==> config.mk <==
export PLATFORM = sky130hd
export DESIGN_NAME = sap_core_p
export DESIGN_NICKNAME = d
export VERILOG_FILES = /design/src/rtl/sap_pkg.sv /design/src/rtl/sap_alu_p.sv /design/src/rtl/sap_core_p.sv
export SDC_FILE = /design/constraint.sdc
export NUM_CORES = 1
export LEC_CHECK = 0
export ABC_AREA = 1
export CORE_MARGIN = 2
export CORE_UTILIZATION = 55
export DETAILED_ROUTE_END_ITERATION = 6
export PLACE_DENSITY_LB_ADDON = 0.08
export SYNTH_ARGS = -nofsm -noshare
export SYNTH_HDL_FRONTEND = slang
export SYNTH_HIERARCHICAL = 1
export SYNTH_SLANG_ARGS = --single-unit
==> constraint.sdc <==
create_clock -name clk -period 3 [get_ports clk]
set_clock_uncertainty 0.2 [all_clocks]
set_input_delay 0.3 -clock clk [delete_from_list [all_inputs] [get_ports clk]]
set_output_delay 0.3 -clock clk [all_outputs]
set_load 0.01 [all_outputs]
==> src/rtl/sap_pkg.sv <==
// Shared types for the parametrised SAP core: opcodes, FSM states,
// and the one-hot select codes for the accumulator load bus.
package sap_pkg;

  localparam int OPC_W = 4;

  typedef enum logic [OPC_W-1:0] {
    OP_NOP = 4'h0,
    OP_LDA = 4'h1,
    OP_ADD = 4'h2,
    OP_SUB = 4'h3,
    OP_STA = 4'h4,
    OP_LDI = 4'h5,
    OP_JMP = 4'h6,
    OP_JZ  = 4'h7,
    OP_JC  = 4'h8,
    OP_OUT = 4'h9,
    OP_HLT = 4'hF
  } opcode_t;

  typedef enum logic [3:0] {
    S_IDLE,
    S_FETCH_REQ,
    S_FETCH_WAIT,
    S_DECODE,
    S_MEM_REQ,
    S_MEM_WAIT,
    S_EXEC,
    S_OUT_WAIT,
    S_HALT
  } state_t;

  localparam int BUS_W = 3;
  localparam logic [BUS_W-1:0] BUS_NONE = 3'b000;
  localparam logic [BUS_W-1:0] BUS_ALU  = 3'b001;
  localparam logic [BUS_W-1:0] BUS_MEM  = 3'b010;
  localparam logic [BUS_W-1:0] BUS_IMM  = 3'b100;

  function automatic logic is_mem_op(input logic [OPC_W-1:0] opc);
    return (opc == OP_LDA) || (opc == OP_ADD) ||
           (opc == OP_SUB) || (opc == OP_STA);
  endfunction

endpackage

==> src/rtl/sap_alu_p.sv <==
// Combinational add/subtract unit, one bit wider internally so the
// top bit is carry-out on add and borrow on subtract.
module sap_alu_p #(
  parameter int DATA_W = 4
) (
  input  logic [DATA_W-1:0] a,
  input  logic [DATA_W-1:0] b,
  input  logic              sub,
  output logic [DATA_W-1:0] result,
  output logic              carry,
  output logic              zero
);

  logic [DATA_W:0] sum;

  always_comb begin
    if (sub) sum = {1'b0, a} - {1'b0, b};
    else     sum = {1'b0, a} + {1'b0, b};
  end

  assign result = sum[DATA_W-1:0];
  assign carry  = sum[DATA_W];
  assign zero   = (result == '0);

endmodule

==> src/rtl/sap_core_p.sv <==
// Parametrised SAP accumulator core with req/ack memory and valid/ready
// output port. Define SAP_STEP_EN for single-step operation via 'step'.
module sap_core_p
  import sap_pkg::*;
#(
  parameter  int DATA_W = 4,
  parameter  int ADDR_W = 4,
  localparam int WORD_W = OPC_W + DATA_W
) (
  input  logic              clk,
  input  logic              rst,
`ifdef SAP_STEP_EN
  input  logic              step,
`endif
  output logic              mem_req,
  output logic              mem_we,
  output logic [ADDR_W-1:0] mem_addr,
  output logic [WORD_W-1:0] mem_wdata,
  input  logic [WORD_W-1:0] mem_rdata,
  input  logic              mem_ack,
  output logic [DATA_W-1:0] port_out,
  output logic              out_valid,
  input  logic              out_ready,
  output logic              halted
);

`ifdef SAP_STEP_EN
  localparam state_t S_NEXT = S_IDLE;
`else
  localparam state_t S_NEXT = S_FETCH_REQ;
`endif

  state_t              state_q;
  logic [ADDR_W-1:0]   pc_q;
  logic [DATA_W-1:0]   a_q;
  logic [DATA_W-1:0]   b_q;
  logic [WORD_W-1:0]   ir_q;
  logic                z_q;
  logic                c_q;

  logic [OPC_W-1:0]    opc;
  logic [DATA_W-1:0]   opnd;
  logic [ADDR_W-1:0]   iaddr;
  logic [DATA_W-1:0]   mem_d;

  assign opc   = ir_q[WORD_W-1 -: OPC_W];
  assign opnd  = ir_q[DATA_W-1:0];
  assign iaddr = opnd[ADDR_W-1:0];
  assign mem_d = mem_rdata[DATA_W-1:0];

  logic [DATA_W-1:0] alu_res;
  logic              alu_c;
  logic              alu_z;

  sap_alu_p #(.DATA_W(DATA_W)) u_alu (
    .a      (a_q),
    .b      (b_q),
    .sub    (opc == OP_SUB),
    .result (alu_res),
    .carry  (alu_c),
    .zero   (alu_z)
  );

  logic [BUS_W-1:0]  bus_sel;
  logic [DATA_W-1:0] bus;
  logic              bus_c;
  logic              bus_z;

  always_comb begin
    bus_sel = BUS_NONE;
    if (state_q == S_MEM_WAIT && mem_ack && opc == OP_LDA)
      bus_sel = BUS_MEM;
    else if (state_q == S_EXEC) begin
      if (opc == OP_LDI)
        bus_sel = BUS_IMM;
      else if (opc == OP_ADD || opc == OP_SUB)
        bus_sel = BUS_ALU;
    end
  end

  // Loads clear carry; only the ALU path produces one.
  always_comb begin
    bus   = '0;
    bus_c = 1'b0;
    bus_z = 1'b1;
    unique case (1'b1)
      bus_sel[0]: begin
        bus   = alu_res;
        bus_c = alu_c;
        bus_z = alu_z;
      end
      bus_sel[1]: begin
        bus   = mem_d;
        bus_z = (mem_d == '0);
      end
      bus_sel[2]: begin
        bus   = opnd;
        bus_z = (opnd == '0);
      end
      default: ;
    endcase
  end

  always_ff @(posedge clk) begin
    if (rst) begin
      state_q   <= S_NEXT;
      pc_q      <= '0;
      a_q       <= '0;
      b_q       <= '0;
      ir_q      <= '0;
      z_q       <= 1'b0;
      c_q       <= 1'b0;
      port_out  <= '0;
      out_valid <= 1'b0;
      mem_req   <= 1'b0;
      mem_we    <= 1'b0;
      mem_addr  <= '0;
      mem_wdata <= '0;
      halted    <= 1'b0;
    end else begin
      unique case (state_q)
`ifdef SAP_STEP_EN
        S_IDLE: if (step) state_q <= S_FETCH_REQ;
`else
        S_IDLE: state_q <= S_FETCH_REQ;
`endif
        S_FETCH_REQ: begin
          mem_req  <= 1'b1;
          mem_we   <= 1'b0;
          mem_addr <= pc_q;
          state_q  <= S_FETCH_WAIT;
        end
        S_FETCH_WAIT: if (mem_ack) begin
          ir_q    <= mem_rdata;
          pc_q    <= pc_q + ADDR_W'(1);
          mem_req <= 1'b0;
          state_q <= S_DECODE;
        end
        S_DECODE: begin
          state_q <= S_NEXT;
          if (is_mem_op(opc))
            state_q <= S_MEM_REQ;
          else begin
            case (opc)
              OP_LDI: state_q <= S_EXEC;
              OP_JMP: pc_q <= iaddr;
              OP_JZ:  if (z_q) pc_q <= iaddr;
              OP_JC:  if (c_q) pc_q <= iaddr;
              OP_OUT: begin
                port_out  <= a_q;
                out_valid <= 1'b1;
                state_q   <= S_OUT_WAIT;
              end
              OP_HLT: begin
                halted  <= 1'b1;
                state_q <= S_HALT;
              end
              default: ;
            endcase
          end
        end
        S_MEM_REQ: begin
          mem_req   <= 1'b1;
          mem_we    <= (opc == OP_STA);
          mem_addr  <= iaddr;
          mem_wdata <= {{OPC_W{1'b0}}, a_q};
          state_q   <= S_MEM_WAIT;
        end
        S_MEM_WAIT: if (mem_ack) begin
          mem_req <= 1'b0;
          mem_we  <= 1'b0;
          if (opc == OP_ADD || opc == OP_SUB) begin
            b_q     <= mem_d;
            state_q <= S_EXEC;
          end else
            state_q <= S_NEXT;
        end
        S_EXEC: state_q <= S_NEXT;
        S_OUT_WAIT: if (out_valid && out_ready) begin
          out_valid <= 1'b0;
          state_q   <= S_NEXT;
        end
        S_HALT: state_q <= S_HALT;
        default: state_q <= S_NEXT;
      endcase
      if (|bus_sel) begin
        a_q <= bus;
        z_q <= bus_z;
        c_q <= bus_c;
      end
    end
  end

endmodule

Yosys cells after proc, flatten, opt, wreduce, memory -nomap -nowiden. Index checks and enable logic that the tools add are counted.

Register bits after elaboration: 42. Output and inout bits: 20.

Add/subtract/negate cells: 3. Equal/unequal tests: 27. Mux-type cells: 29. Bitwise operators: 1. Reductions and logical operators: 27.

Operators by type and width (count): 4-bit one-hot mux with 3 select lines (3); 4-bit by 3-bit == test with 1-bit output (second input constant) (8); 4-bit 2-to-1 mux (8); 4-bit one-hot mux with 7 select lines (1); 4-bit by 2-bit == test with 1-bit output (second input constant) (4); 4-bit == test (second input constant) (4); 4-bit one-hot mux with 2 select lines (2); 4-bit zero test (3); 3-bit 2-to-1 mux (4); 3-bit AND reduction (4); 4-bit by 1-bit == test with 1-bit output (second input constant) (2); 2-bit != test (second input constant) (4); 2-bit nonzero test (4); 1-bit 2-to-1 mux (6); 3-bit != test (second input constant) (2); 1-bit one-hot mux with 3 select lines (2); 2-bit AND reduction (3); 6-bit AND reduction (1); 4-bit by 4-bit adder with 5-bit output (1); 5-bit 2-to-1 mux (1); 4-bit by 4-bit subtractor with 5-bit output (1); 4-bit by 1-bit adder with 4-bit output (second input constant) (1); 1-bit logical OR (4); 2-bit by 1-bit != test with 1-bit output (second input constant) (2); 8 further kinds (12).

Depth between registers and ports, before layout.
Depth after elaboration: 7. Depth in mapped cells: 17. Depth with buffers taken out: 17.

Cells and area by module. The synthesis kept the hierarchy.

Modules (own cells, without submodules): sap_core_p (instances 1, cells an instance 324, area each 2168.3 sq um); sap_alu_p (instances 1, cells an instance 52, area each 276.5 sq um).

Least setup slack after synthesis. Ideal clock, no wire load.

Kind: reg-to-reg. From: register ir_q[7]. To: register z_q. Setup time: 116 ps. Arrival time: 1826 ps. Data required time: 2684 ps. Setup slack: 858 ps. Cell stages (with the launch flop): 16. Path buffers: 0. Period minus slack after synthesis: 2142 ps. Cell sequence: dfxtp_1 > nor2_1 > inv_1 > nor2_1 > inv_1 > o21ai_0 > o21ai_0 > ha_1 > a21oi_1 > nand3_1 > nand2_1 > nor2_1 > nand2_1 > nand3_1 > nor2_1 > nor2_1.

Elaborated cells between the ends (all ways): 14.

RTL lines: start, declared (RTL line sap_core_p.sv:37) `logic [WORD_W-1:0] ir_q;`; start signal, assigned (RTL line sap_core_p.sv:134) `ir_q <= mem_rdata;`; 4-bit by 2-bit == test with 1-bit output (RTL line sap_core_p.sv:58) `.sub (opc == OP_SUB),`; 5-bit 2-to-1 mux (RTL line sap_alu_p.sv:17) `if (sub) sum = {1'b0, a} - {1'b0, b};`; via alu_res[3] (RTL line sap_core_p.sv:51) `logic [DATA_W-1:0] alu_res;`; 4-bit zero test (RTL line sap_alu_p.sv:23) `assign zero = (result == '0);`; via alu_z (RTL line sap_core_p.sv:53) `logic alu_z;`; 1-bit one-hot mux with 3 select lines (RTL line sap_core_p.sv:86) `unique case (1'b1)`; end signal, assigned (RTL line sap_core_p.sv:188) `z_q <= bus_z;`; end, declared (RTL line sap_core_p.sv:38) `logic z_q;`.

The timed path passes the listed nets, and every way through them passes these cells. A chain may end at the register's enable or synchronous reset.

Worst setup path in the final report.
From: register ir_q[5]. To: register z_q.

Same word-level chain as after synthesis.

==> flow_metrics.py <==
metrics = {
    "finish": {
        "layout-drive-gt1-share_pct": 7.407,
        "antenna_cells": 0,
        "nets": 423,
        "area_growth_pct": 17.40,
        "n_fill_cell": 412,
        "fin_area_um2": 2870,
    },
    "pwr": {
        "p_per_area_nw_per_um2": 634.2,
        "p_leak_nw": 1.286,
        "vdd_drop_max_mv": 0.3371,
    },
    "drt": {
        "routed_wire_length_per_instance_um": 12.14,
        "drt-total-wl_mm": 5.548,
        "drtIter0Drc": 134,
        "vias_per_cell": 5.236,
        "drt_first_pass_iters": 6,
        "drc": 0,
        "vias": 2393,
        "drtAntennaViolNets": 0,
    },
    "min_path": {
        "holdPathEnd": "mem_we$_SDFFE_PP0P_",
        "min_from": "mem_we$_SDFFE_PP0P_",
        "hp-class": "flip-flop to flip-flop",
        "holdPathStages": 2,
    },
    "setup_path": {
        "worstRegToRegCells": 14,
        "r2r_end": "z_q$_SDFFE_PP0P_",
        "r2r_start": "ir_q[5]$_SDFFE_PP0P_",
        "cp_slowest_cell": "dfxtp_1",
        "path_common_cell": "nor2_1",
        "crit_path_end_kind": "flip-flop",
        "crit_arrival_ps": 2460,
        "cp_data_required_time_ps": 3000,
        "reg2reg_slack_ps": 540,
        "startpoint_type": "flip-flop",
        "path_cells": "nand2_1 -> nor2_1 -> inv_1 -> o21ai_0 -> o21ai_0 -> ha_1 -> a21oi_1 -> nand3_1 -> nand2_1 -> nor2_1 -> nand2_1 -> nand3_1 -> nor2_1 -> nor2_1",
        "worst-path-max-fanout": 7,
        "slowest_delay_ps": 440,
        "worstSetupPathType": "flip-flop to flip-flop",
    },
    "clock_network": {
        "postCtsHoldBufs": 0,
        "clock_path_buffers": 2,
        "cts_buffers": 5,
        "clk_latency_ps": 300,
        "clock-sinks": 42,
        "cts_tree": "done",
        "clkTransAtPathRegs_ps": 90,
        "post-cts-setup-buffer-count": 0,
        "ctsResizeCount": 0,
        "cts_root_buffer": "clkbuf_8",
        "h-tree-depth": 2,
    },
    "grt": {
        "grt_usage_pct": 23.23,
        "overflow": 0,
        "grt_start_max_net_pins": 29,
        "antenna_found_initial": 0,
        "grt_pass1_wl_mm": 9.370,
        "grt_pass1_vias": 2131,
    },
    "yosys": {
        "netlist_instances": 376,
        "synth_top_area_share_pct": 34.39,
        "yosys_warnings": 6,
        "synth.top_cells.by_area": "dfxtp_1, nand2_1, inv_1, o21ai_0, a21oi_1",
        "syn_area_per_cell_um2": 6.502,
        "ys_seq_elements": 42,
        "ys_types": 28,
        "yosys.area.top_type": "dfxtp_1",
        "seq_area_frac_synth_pct": 34.39,
        "syn_area_um2": 2445,
    },
    "sta": {
        "slew_viol_final": 0,
        "fmax_mhz": 406.9,
        "finalCriticalPeriod_ps": 2458,
        "fin_crit_sh_pct": 81.93,
        "tns_ps": 0,
        "setup_viol": 0,
        "rsz0062_at_grt": "false",
        "finalHoldViolCount": 0,
    },
    "floorplanning": {
        "ios": 32,
        "rows": 24,
        "start_util_pct": 56.54,
        "die_h_um": 70.67,
        "die_w_um": 70.67,
        "core_area_um2": 4324,
        "dieArea_um2": 4994,
    },
    "placed_design": {
        "io_buffers": 27,
        "dp_hpwl_mm": 4.197,
        "place_area_um2": 2728,
        "gp_congestion": 0.8691,
    },
    "job": {
        "maxCapViolations": 0,
    },
    "status": {
        "status": "finished, final reports clean",
    },
}
kinds of logic after synthesis:
group                      after synthesis  share of synthesized area [%]
and+or+nand+nor                        180                          33.42
AOI/OAI and AO/OA                       76                          15.61
buffers and inverters                   68                          11.82
DFF                                     42                          34.39
adders and majority gates                7                          3.889
xor gates and xnor gates                 2                         0.7166
other                                    1                         0.1534
power breakdown:
group	total, W	switching [W]	internal, W
combinational	0.000555	0.000339	0.000216
clock	0.000560	0.000205	0.000355
sequential	0.000705	0.0000689	0.000636
total	0.00182	0.000613	0.00121
state kept, by name, indices dropped and copies added (netlist names):
register,cells
ir_q,8
mem_wdata,4
z_q,1
mem_addr,4
halted,1
port_out,4
pc_q,4
c_q,1
a_q,4
mem_req,1
b_q,4
out_valid,1
state_q,4
mem_we,1
cell usage after synthesis (all sizes together):
cell	n
conb	1
clkbuf	3
nor2	52
xor2	2
buf	7
a21oi	35
fa	1
o22ai	1
nor4	1
nand2	87
o21ai	40
dfxtp	42
and2	1
ha	6
nand3b	2
nand4	7
nand3	27
inv	58
nor3	2
or2	1
cell type report:
| cell class | count | area, um^2 | area share (%) |
|---|---|---|---|
| timing repair buffer | 28 | 277.8 | 9.677 |
| multi-input combinational | 269 | 1326 | 46.21 |
| tap | 52 | 65.06 | 2.267 |
| clock inverter | 2 | 60.06 | 2.092 |
| sequential | 42 | 840.8 | 29.29 |
| clock buffer | 6 | 82.58 | 2.877 |
| inverter | 58 | 217.7 | 7.585 |
critical path, delay by kind of cell, from the launching register on:
kind                       cells  cell delay [ps]
AOI/OAI and AO/OA              3              390
adders and majority gates      1              340
buffers and inverters          1              120
DFF                            1              440
and+or+nand+nor                9              870
placed cells by master (no fill, tap or decap), drive strengths merged, types with 6 or more instances in the layout:
master,instances
clkbuf,6
nand3,27
a21oi,35
o21ai,40
nand4,7
inv,58
dfxtp,42
clkdlybuf4s50,27
nor2,52
nand2,87
ha,6
per-stage QoR:
| stage | setup slack, ps | power, W | hold slack, ps | utilization [%] | cells |
|---|---|---|---|---|---|
| floorplan | 857.7 | 0.001105 | 236.8 | - | 379 |
| finish | 542.1 | 0.001820 | 266.5 | 66.38 | 457 |
| detailed placement | 562.7 | 0.001268 | 257.8 | 63.08 | 449 |
| global placement | 658.4 | 0.001255 | 237.7 | 63.08 | 449 |
| CTS | 527.1 | 0.001823 | 273.8 | 66.38 | 457 |
| global route | 263.2 | 0.001946 | 295.0 | 66.38 | 457 |
how the worst max path moves through the flow:
stage | cells after the start | startpoint | slack [ps] | to
floorplan | 15 | ir_q[7]$_SDFFE_PP0P_ | 860 | z_q$_SDFFE_PP0P_
global placement | 16 | ir_q[7]$_SDFFE_PP0P_ | 660 | z_q$_SDFFE_PP0P_
detailed placement | 15 | ir_q[5]$_SDFFE_PP0P_ | 560 | z_q$_SDFFE_PP0P_
CTS | 14 | ir_q[5]$_SDFFE_PP0P_ | 530 | z_q$_SDFFE_PP0P_
global route | 15 | ir_q[5]$_SDFFE_PP0P_ | 260 | z_q$_SDFFE_PP0P_
finish | 14 | ir_q[5]$_SDFFE_PP0P_ | 540 | z_q$_SDFFE_PP0P_
per-layer routing:
metal  routed length [um]  up-vias  GRT usage, %
li1                     -     1245             -
met1                 2816     1057         32.95
met2                 2328       76         35.43
met3                  254       15         4.558
met4                  149        0         8.176
met5                    0        -             0
(Power assumes the default switching activity.)
